$ cat config.mk
export PLATFORM = sky130hd
export DESIGN_NAME = sadd_seq
export DESIGN_NICKNAME = d
export VERILOG_FILES = /design/src/rtl/sadd_seq.sv
export SDC_FILE = /design/constraint.sdc
export NUM_CORES = 1
export LEC_CHECK = 0
export CORE_MARGIN = 2
export CORE_UTILIZATION = 35
export DETAILED_ROUTE_END_ITERATION = 12
export GPL_TIMING_DRIVEN = 0
export PLACE_DENSITY = 0.56
export SYNTH_ARGS = -nofsm -noshare
export SYNTH_HDL_FRONTEND = slang
export SYNTH_SLANG_ARGS = --single-unit
export TNS_END_PERCENT = 20
$ cat constraint.sdc
create_clock -name clk -period 3.73 [get_ports clk]
set_clock_uncertainty 0.1 [all_clocks]
set_input_delay 0.746 -clock clk [delete_from_list [all_inputs] [get_ports clk]]
set_output_delay 0.746 -clock clk [all_outputs]
set_load 0.02 [all_outputs]
$ cat src/rtl/sadd_seq.sv
// rtl/sadd_seq.sv - bit-serial add/subtract sequencer with start/done handshake
module sadd_seq #(
  parameter int W = 8
) (
  input  logic         clk,
  input  logic         rst_b,
  input  logic         start,
  input  logic         sub,
  input  logic [W-1:0] a,
  input  logic [W-1:0] b,
  output logic         busy,
  output logic         done,
  output logic [W-1:0] sum,
  output logic         cout
);

  localparam int CW = $clog2(W + 1);

  typedef enum logic [1:0] {IDLE, RUN, DONE} state_t;

  state_t         state;
  logic [W-1:0]   op_a;
  logic [W-1:0]   op_b;
  logic           carry;
  logic [CW-1:0]  cnt;
  logic           s_bit;
  logic           c_next;

  // One-bit full adder on the current LSBs; subtraction is a + ~b + 1.
  always_comb begin
    s_bit  = op_a[0] ^ op_b[0] ^ carry;
    c_next = (op_a[0] & op_b[0]) | (op_a[0] & carry) | (op_b[0] & carry);
  end

  always_ff @(posedge clk) begin
    if (!rst_b) begin
      state <= IDLE;
      op_a  <= '0;
      op_b  <= '0;
      carry <= 1'b0;
      cnt   <= '0;
      busy  <= 1'b0;
      done  <= 1'b0;
      sum   <= '0;
      cout  <= 1'b0;
    end else begin
      case (state)
        IDLE: begin
          if (start) begin
            op_a  <= a;
            op_b  <= sub ? ~b : b;
            carry <= sub;
            sum   <= '0;
            cout  <= 1'b0;
            cnt   <= '0;
            busy  <= 1'b1;
            state <= RUN;
          end
        end
        RUN: begin
          carry <= c_next;
          sum   <= {s_bit, sum[W-1:1]};
          op_a  <= op_a >> 1;
          op_b  <= op_b >> 1;
          cnt   <= cnt + 1'b1;
          if (cnt == CW'(W - 1)) begin
            cout  <= c_next;
            done  <= 1'b1;
            state <= DONE;
          end
        end
        DONE: begin
          done  <= 1'b0;
          busy  <= 1'b0;
          state <= IDLE;
        end
        default: state <= IDLE;
      endcase
    end
  end

endmodule

==> flow_summary.toml, run 1 <==
[detailed_routing]
vias = 1310
drt.antenna.violating_nets = 0
drt_iter0_drc = 61
dr.pass1.iters = 4
routed_wl_um = 3460
via_per_inst = 5.02
wire_per_inst_um = 13.3
drc = 0

[power]
p_per_area_nw_per_um2 = 391
vdd_drop_max_v = 0.000179
p_comb_share_pct = 15.9
intPower_w = 0.000601
p_total_w = 0.000797
netSwitchingFraction_pct = 24.6
clkPwrFrac_pct = 34.4
power_frac_seq_pct = 49.7
leakage_nw = 0.781
p_switching_w = 0.000196

[clock_tree]
cts_root_buf = "clkbuf_8"
cts.reportedPaths.clkPinSlew_ns = 0.06
cts.repair.resized = 0
tritoncts = "yes"
cts.sink_count = 34
htreeDepth = 2
hold_buffers = 0
cts_setup_buffers = 0
clock_latency_ns = 0.28
cts_buffers = 5
cts_buffer_depth = 2

[grt]
gr-usage-all-layers_pct = 15.4
antenna_found_initial = 0
grt_max_degree = 11
gr-total-overflow = 0
grt_first_pass_wirelength_um = 6250
grt_pass1_vias = 1357

[synthesis]
synth.most_common_cell = "dfxtp_1"
yosysWarnings = 0
synth_edf_count = 0
synth-main-ff-cell = "dfxtp_1"
synth_fp_nets = 194
syn_inst = 172
syn_area_um2 = 1590
yosysTopAreaCell = "dfxtp_1"
synth_cell_type_count = 33
synth_top_area_share_pct = 42.8
async_reset_ff_share_pct = 0
synth_seq_area_share_pct = 42.8
avgSynthCellArea_um2 = 9.24
synth_area_leaders = "dfxtp_1, o221a_2, a221o_1, xnor2_1, nor2b_1"
synth-seq-cells = 34
netlist_top_cells_count = "dfxtp_1, nor2_1, nand2_1"

[setup_path]
cp_max_fo = 10
critPathRequiredTime_ns = 3.85
crit_type = "in2reg"
start_kind = "input pin"
arrival_ns = 2.35
end_kind = "register"

[floorplanning]
die-area_um2 = 5100
die_height_um = 71.4
row_count = 24
die_x_um = 71.4
core_um2 = 4350
io_pins = 31
start_util_pct = 36.5

[sta]
finalCriticalPeriod_ns = 2.23
hold_violations = 0
relSlewSlack_pct = 69.6
min_period_over_period_pct = 59.8
fmax_ghz = 0.449
setup_tns_ns = 0
rsz0062_at_grt = "no"
final_max_slew_viol_count = 0
worst_slew_pin_slew_ns = 0.455
setup_viol = 0

[cells_and_area]
drive_above_1_share_pct = 12.9
finalNetCount = 230
areaGrowthSynthToFinish_pct = 28.1
finalInstanceArea_um2 = 2040
final_cells = 261
utilization_pct = 46.8
diodes = 0

[status]
outcome = "finished, final reports clean"

[placed_design]
port_buffers = 29
dp.cells = 253
dp_hpwl_um = 2510
gp_congestion = 0.700
place_area_um2 = 1940

[min_path]
hp-class = "reg2reg"

[run]
maxCapViolCount = 0
-- layer usage --
metal | part of all wire (%) | vias to the layer above | track usage [%] | wire length, um
met5 | 0 | - | 0 | 0
met2 | 49 | 27 | 25.2 | 1700
met3 | 5.1 | 4 | 5.34 | 175
met4 | 0.95 | 0 | 4.61 | 33
li1 | - | 668 | - | -
met1 | 45 | 611 | 19.1 | 1560
-- placed cells by master (no fill, tap or decap), drive strengths merged, types with 2 or more instances in the layout --
cell and instances:
a21boi 9, a21oi 6, a221o 7, a22oi 2, and2 4, and3 2, buf 9, clkbuf 14
clkdlybuf4s50 29, dfxtp 34, inv 6, mux2i 2, nand2 11, nand2b 5, nand3 10, nor2 17
nor2b 10, o211a 2, o21a 4, o221a 8, o22ai 2, xnor2 8
-- path summary, 6_finish.rpt --
path                                             from                    to  slack (ns)  depth (start not counted)
worst min register to register    sum[3]$_SDFFE_PN0P_   sum[2]$_SDFFE_PN0P_        0.38                          2
worst min-delay path              sum[3]$_SDFFE_PN0P_   sum[2]$_SDFFE_PN0P_        0.38                          2
worst max-delay path                            rst_b  op_a[3]$_SDFFE_PN0P_        1.50                          4
worst max register to register  state[1]$_SDFFE_PN0P_   cnt[2]$_SDFFE_PN0P_        2.16                          5
-- logic make-up (layout without fill, tap and decap cells) --
| logic type | after synthesis | in the layout | synth area share, % |
|---|---|---|---|
| flops | 34 | 34 | 42.8 |
| mux | 2 | 2 | 1.26 |
| compound gates | 41 | 41 | 21.7 |
| simple gates | 63 | 63 | 20.6 |
| buf+inv | 22 | 59 | 7.09 |
| fa+ha+maj | 2 | 2 | 2.05 |
| xor+xnor | 8 | 8 | 4.41 |
-- layout make-up --
type	instances	area [um2]
fill	436	2320
multi-input combinational	116	796
sequential	34	681
timing repair buffer	29	290
buffer	16	90.1
clock buffer	7	86.3
tap	52	65.1
inverter	6	22.5
clock inverter	1	5.00
-- registers in the layout, indices dropped and copies added, names as in the netlist --
name / flops
state: 2
cnt: 4
busy: 1
cout: 1
op_b: 8
sum: 8
done: 1
op_a: 8
carry: 1
-- power groups by stage --
stage	registers, W	logic, W	clock network [W]
2_1_floorplan	0.000403	0.0000827	0
3_3_place_gp	0.000403	0.000127	0
3_5_place_dp	0.000404	0.000128	0
4_1_cts	0.000396	0.000129	0.000288
5_1_grt	0.000399	0.000143	0.000306
6_report	0.000396	0.000126	0.000274
-- critical path, stage by stage --
cell             delay (ns)
clkdlybuf4s50_1        0.55
clkbuf_1               0.36
clkbuf_1               0.42
o221a_2                0.27
-- stage by stage --
stage | setup slack, ns | hold WS, ns
floorplan | 1.86 | 0.352
finish | 1.50 | 0.376
global route | 1.38 | 0.409
global placement | 1.22 | 0.359
detailed placement | 1.18 | 0.360
CTS | 1.47 | 0.380
Power figures use the tool's default switching activity.
==> inputs of run 2 (changes only) <==
--- a/config.mk
+++ b/config.mk
@@ -9,7 +9,7 @@
 export CORE_UTILIZATION = 35
 export DETAILED_ROUTE_END_ITERATION = 12
 export GPL_TIMING_DRIVEN = 0
-export PLACE_DENSITY = 0.56
+export PLACE_DENSITY = 0.58
 export SYNTH_ARGS = -nofsm -noshare
 export SYNTH_HDL_FRONTEND = slang
 export SYNTH_SLANG_ARGS = --single-unit
==> constraint.sdc (replaced) <==
create_clock -name clk -period 1.9 [get_ports clk]
set_clock_uncertainty 0.1 [all_clocks]
set_input_delay 0.38 -clock clk [delete_from_list [all_inputs] [get_ports clk]]
set_output_delay 0.38 -clock clk [all_outputs]
set_load 0.02 [all_outputs]
==> run 2 against run 1 <==
Net effect:
- sequential power grew 96%
- final area is essentially flat
- critical path type unchanged
- highest routed layer unchanged
- clock power is 99% higher
- global-route usage is 0.28 points higher
- sequential cell count unchanged
- hold slack gained 0.0092 ns
- routed wire length increased by 3.2%
- sequential share of layout area hardly changed
==> flow_summary.toml, run 2 (synthesized netlist as in run 1, its figures left out) <==
[cells_and_area]
final_cell_mix = "dfxtp_1, clkdlybuf4s50_1, nor2_1"
finalInstanceArea_um2 = 2040
utilization_pct = 46.8
areaGrowthSynthToFinish_pct = 28.2
diodes = 0
drive_above_1_share_pct = 13.4
finalNetCount = 230
final_common_cell = "dfxtp_1"
top_regs = "op_a (8), op_b (8), sum (8)"

[grt]
gr-total-overflow = 0
grt_max_degree = 11
grt_first_pass_wirelength_um = 6300
grt_pass1_vias = 1412
gr-usage-all-layers_pct = 15.7
antenna_found_initial = 0

[run]
maxCapViolCount = 0

[placed_design]
place_area_um2 = 1940
gp_congestion = 0.707
dp_hpwl_um = 2520
port_buffers = 29

[sta]
rsz0062_at_grt = "no"
fmax_ghz = 0.551
finalCriticalPeriod_ns = 1.82
worst_slew_pin_slew_ns = 0.446
relSlewSlack_pct = 70.3
min_period_over_period_pct = 95.5
final_max_slew_viol_count = 0
hold_violations = 0
setup_viol = 0

[floorplanning]
die-area_um2 = 5100
die_height_um = 71.4
die_x_um = 71.4
start_util_pct = 36.5
io_pins = 31
core_um2 = 4350
row_count = 24

[detailed_routing]
drc = 0
dr.pass1.iters = 4
drt_iter0_drc = 46
via_per_inst = 5.16
drt.antenna.violating_nets = 0
wire_per_inst_um = 13.7
vias = 1347
routed_wl_um = 3570

[clock_tree]
cts_root_buf = "clkbuf_8"
cts_buffer_depth = 2
hold_buffers = 0
cts_buffers = 5
htreeDepth = 2
tritoncts = "yes"
cts.sink_count = 34
cts.reportedPaths.clkPinSlew_ns = 0.07
clock_latency_ns = 0.28

[setup_path]
cp_max_fo = 10
arrival_ns = 1.90
start_kind = "input pin"
end_kind = "register"
crit_type = "in2reg"
critPathRequiredTime_ns = 1.98

[power]
vdd_drop_max_v = 0.000321
leakage_nw = 0.784
p_per_area_nw_per_um2 = 773

[min_path]
hp-class = "reg2reg"

[status]
outcome = "finished, final reports clean"
[run 2: cell types whose count changed in the layout (fill, tap and decap cells not counted)]
cell | before | now
clkbuf_2 | 0 | 1
clkbuf_1 | 8 | 7
[run 2: path summary, 6_finish.rpt]
path / from / endpoint / slack, ns / cells after the start
max reg2reg: state[1]$_SDFFE_PN0P_ / cnt[2]$_SDFFE_PN0P_ / 0.32 / 5
min: cnt[3]$_SDFFE_PN0P_ / cnt[3]$_SDFFE_PN0P_ / 0.39 / 2
min reg2reg: cnt[3]$_SDFFE_PN0P_ / cnt[3]$_SDFFE_PN0P_ / 0.39 / 2
max: start / op_b[7]$_SDFFE_PN0P_ / 0.08 / 6
[run 2: per-stage QoR]
stage	setup slack [ns]	power (W)	hold slack (ns)	TNS, ns	instances
2_1_floorplan	0.398	0.000954	0.352	0	172
3_3_place_gp	-0.210	0.00104	0.360	-3.69	253
3_5_place_dp	-0.236	0.00105	0.370	-4.32	253
4_1_cts	0.0530	0.00159	0.386	0	261
5_1_grt	0.0537	0.00166	0.404	0	261
6_report	0.0847	0.00158	0.385	0	261
[run 2: layout make-up]
| cell class | count | area, um2 |
|---|---|---|
| fill | 424 | 2320 |
| multi-input combinational | 116 | 796 |
| sequential | 34 | 681 |
| timing repair buffer | 29 | 290 |
| buffer | 16 | 91.3 |
| clock buffer | 7 | 86.3 |
| tap | 52 | 65.1 |
| inverter | 6 | 22.5 |
| clock inverter | 1 | 5.00 |
[run 2: worst max-delay path: stages]
cell             delay, ns
clkdlybuf4s50_1       0.51
buf_6                 0.15
or3b_1                0.36
buf_6                 0.14
and3_4                0.17
o21a_1                0.17
[run 2: where the power goes]
| group | internal, W | total [W] | switching [W] |
|---|---|---|---|
| Clock | 0.000292 | 0.000544 | 0.000252 |
| Sequential | 0.000754 | 0.000778 | 0.0000241 |
| Combinational | 0.000135 | 0.000253 | 0.000118 |
| Total | 0.00118 | 0.00158 | 0.000395 |
[run 2: routing by layer]
layer / share of wire (%) / routed length, um / global-route usage [%]
met5: 0 / 0 / 0
met1: 48 / 1730 / 19.5
met3: 4.5 / 160 / 3.80
met2: 45 / 1620 / 26.0
met4: 1.6 / 58 / 6.29
[run 2: what timing repair did]
| action | 4_1_cts | 5_1_grt |
|---|---|---|
| hold endpoints to repair | 0 | 0 |
| resized for setup | 0 | 2 |
| setup buffers | 0 | 0 |
| setup endpoints to repair | 0 | 4 |
==> inputs of run 3 (changes only) <==
--- a/config.mk
+++ b/config.mk
@@ -5,7 +5,6 @@
 export SDC_FILE = /design/constraint.sdc
 export NUM_CORES = 1
 export LEC_CHECK = 0
-export CORE_MARGIN = 2
 export CORE_UTILIZATION = 35
 export DETAILED_ROUTE_END_ITERATION = 12
 export GPL_TIMING_DRIVEN = 0
==> run 3 against run 2 <==
Net effect:
- sequential cell count did not move
- worst setup slack got worse by 0.027 ns
- non-clock buffer count did not move
- core utilization fell by 0.29 points
- highest routed layer unchanged
- largest cell class unchanged
==> flow_summary.toml, run 3 (synthesized netlist as in run 1, its figures left out) <==
[floorplanning]
io_pins = 31
die-area_um2 = 4810
core_um2 = 4350
start_util_pct = 36.5
row_count = 24
die_height_um = 69.4
die_x_um = 69.4

[grt]
gr-usage-all-layers_pct = 15.2
antenna_found_initial = 0
grt_first_pass_wirelength_um = 5730
gr-total-overflow = 0
grt_max_degree = 11
grt_pass1_vias = 1257

[sta]
min_period_over_period_pct = 97.0
finalCriticalPeriod_ns = 1.84
whs_ns = 0.375
hold_violations = 0
fmax_ghz = 0.543
final_max_slew_viol_count = 0
worst_slew_pin_slew_ns = 0.446
setup_viol = 0
relSlewSlack_pct = 70.3
rsz0062_at_grt = "no"

[clock_tree]
cts_buffer_depth = 2
htreeDepth = 2
cts_setup_buffers = 0
hold_buffers = 0
cts_buffers = 5
tritoncts = "yes"
clock_latency_ns = 0.28
cts_root_buf = "clkbuf_8"
cts.sink_count = 34
cts.reportedPaths.clkPinSlew_ns = 0.07

[detailed_routing]
routed_wl_um = 3500
drt.antenna.violating_nets = 0
drc = 0
vias = 1293
dr.pass1.iters = 4
via_per_inst = 4.97
wire_per_inst_um = 13.5
drt_iter0_drc = 57

[run]
maxCapViolCount = 0

[power]
p_per_area_nw_per_um2 = 756
p_comb_share_pct = 16.6
power_frac_seq_pct = 50.8
vdd_drop_max_v = 0.000425
p_total_w = 0.00153
intPower_w = 0.00113
clkPwrFrac_pct = 32.7
leakage_nw = 0.780
netSwitchingFraction_pct = 25.9
p_switching_w = 0.000396

[cells_and_area]
final_cell_mix = "dfxtp_1, clkdlybuf4s50_1, nor2_1"
diodes = 0
finalNetCount = 230
drive_above_1_share_pct = 13.5
nFillCells = 414
final_common_cell = "dfxtp_1"
top_regs = "op_a (8), op_b (8), sum (8)"
areaGrowthSynthToFinish_pct = 27.4

[setup_path]
crit_chain = "clkdlybuf4s50_1 -> buf_6 -> or3b_1 -> buf_6 -> and3_4 -> o21a_1"
crit_top_cell = "buf_6"
cp_max_fo = 10
crit_type = "in2reg"
arrival_ns = 1.92
crit_family = "buffers and inverters"
crit_buf_inv = 3
critPathRequiredTime_ns = 1.98
start_kind = "input pin"
end_kind = "register"
max_stage_delay_ns = 0.52
cp_slowest_cell = "clkdlybuf4s50_1"

[placed_design]
gp_congestion = 0.745
port_buffers = 29
dp_hpwl_um = 2480

[status]
outcome = "finished, final reports clean"

[min_path]
hp-class = "reg2reg"
-- run 3: cell types whose count changed in the layout (fill, tap and decap cells not counted), sizes merged --
cell,before,now
clkbuf,14,12
clkinv,1,2
-- run 3: worst reg2reg max path, stage by stage, from the launching register on --
cell,delay (ns)
dfxtp_1,0.37
buf_2,0.24
nand2b_1,0.22
buf_2,0.25
o22ai_1,0.12
o21a_1,0.19
-- run 3: cell type report --
class                           count  area (um2)  share of cell area, %
Timing Repair Buffer               29         290                   14.3
Sequential cell                    34         681                   33.6
Clock buffer                        5        68.8                   3.40
Clock inverter                      2        10.0                  0.494
Buffer                             16        91.3                   4.51
Multi-Input combinational cell    116         796                   39.3
Tap cell                           52        65.1                   3.21
Inverter                            6        22.5                   1.11
-- run 3: path summary, 6_finish.rpt --
check	startpoint	to	slack, ns	cells past startpoint
worst max-delay path	start	op_b[7]$_SDFFE_PN0P_	0.06	6
worst min-delay path	cout$_SDFFE_PN0P_	cout$_SDFFE_PN0P_	0.37	2
worst max register to register	state[1]$_SDFFE_PN0P_	cnt[2]$_SDFFE_PN0P_	0.32	5
worst min register to register	cout$_SDFFE_PN0P_	cout$_SDFFE_PN0P_	0.37	2
-- run 3: power by group through the flow --
stage	sequential (W)	combinational, W	clock (W)
after floorplan	0.000792	0.000162	0
after global placement	0.000791	0.000249	0
after detailed placement	0.000793	0.000253	0
after CTS	0.000777	0.000255	0.000514
after global routing	0.000781	0.000281	0.000546
final	0.000777	0.000253	0.000500
-- run 3: routing by layer --
layer  global-route usage [%]  vias up  part of all wire [%]
met1                     19.3      589                    49
met5                        0        -                     0
met3                     4.36        8                   5.1
met4                     7.94        0                   2.1
li1                         -      669                     -
met2                     23.4       27                    44
-- run 3: what timing repair did --
item / CTS / global route
setup endpoints to repair: 0 / 4
endpoints found under the hold margin: 0 / 0
gates resized for setup: 0 / 2
-- run 3: stage by stage --
stage	setup WS [ns]	TNS [ns]	util (%)	std cells	area, um2
3_5_place_dp	-0.239	-4.76	44.7	253	1940
4_1_cts	0.0629	0	46.5	260	2020
6_report	0.0573	0	46.5	260	2020
5_1_grt	0.0403	0	46.5	260	2020
2_1_floorplan	0.398	0	-	172	1590
3_3_place_gp	-0.224	-3.79	44.7	253	1940
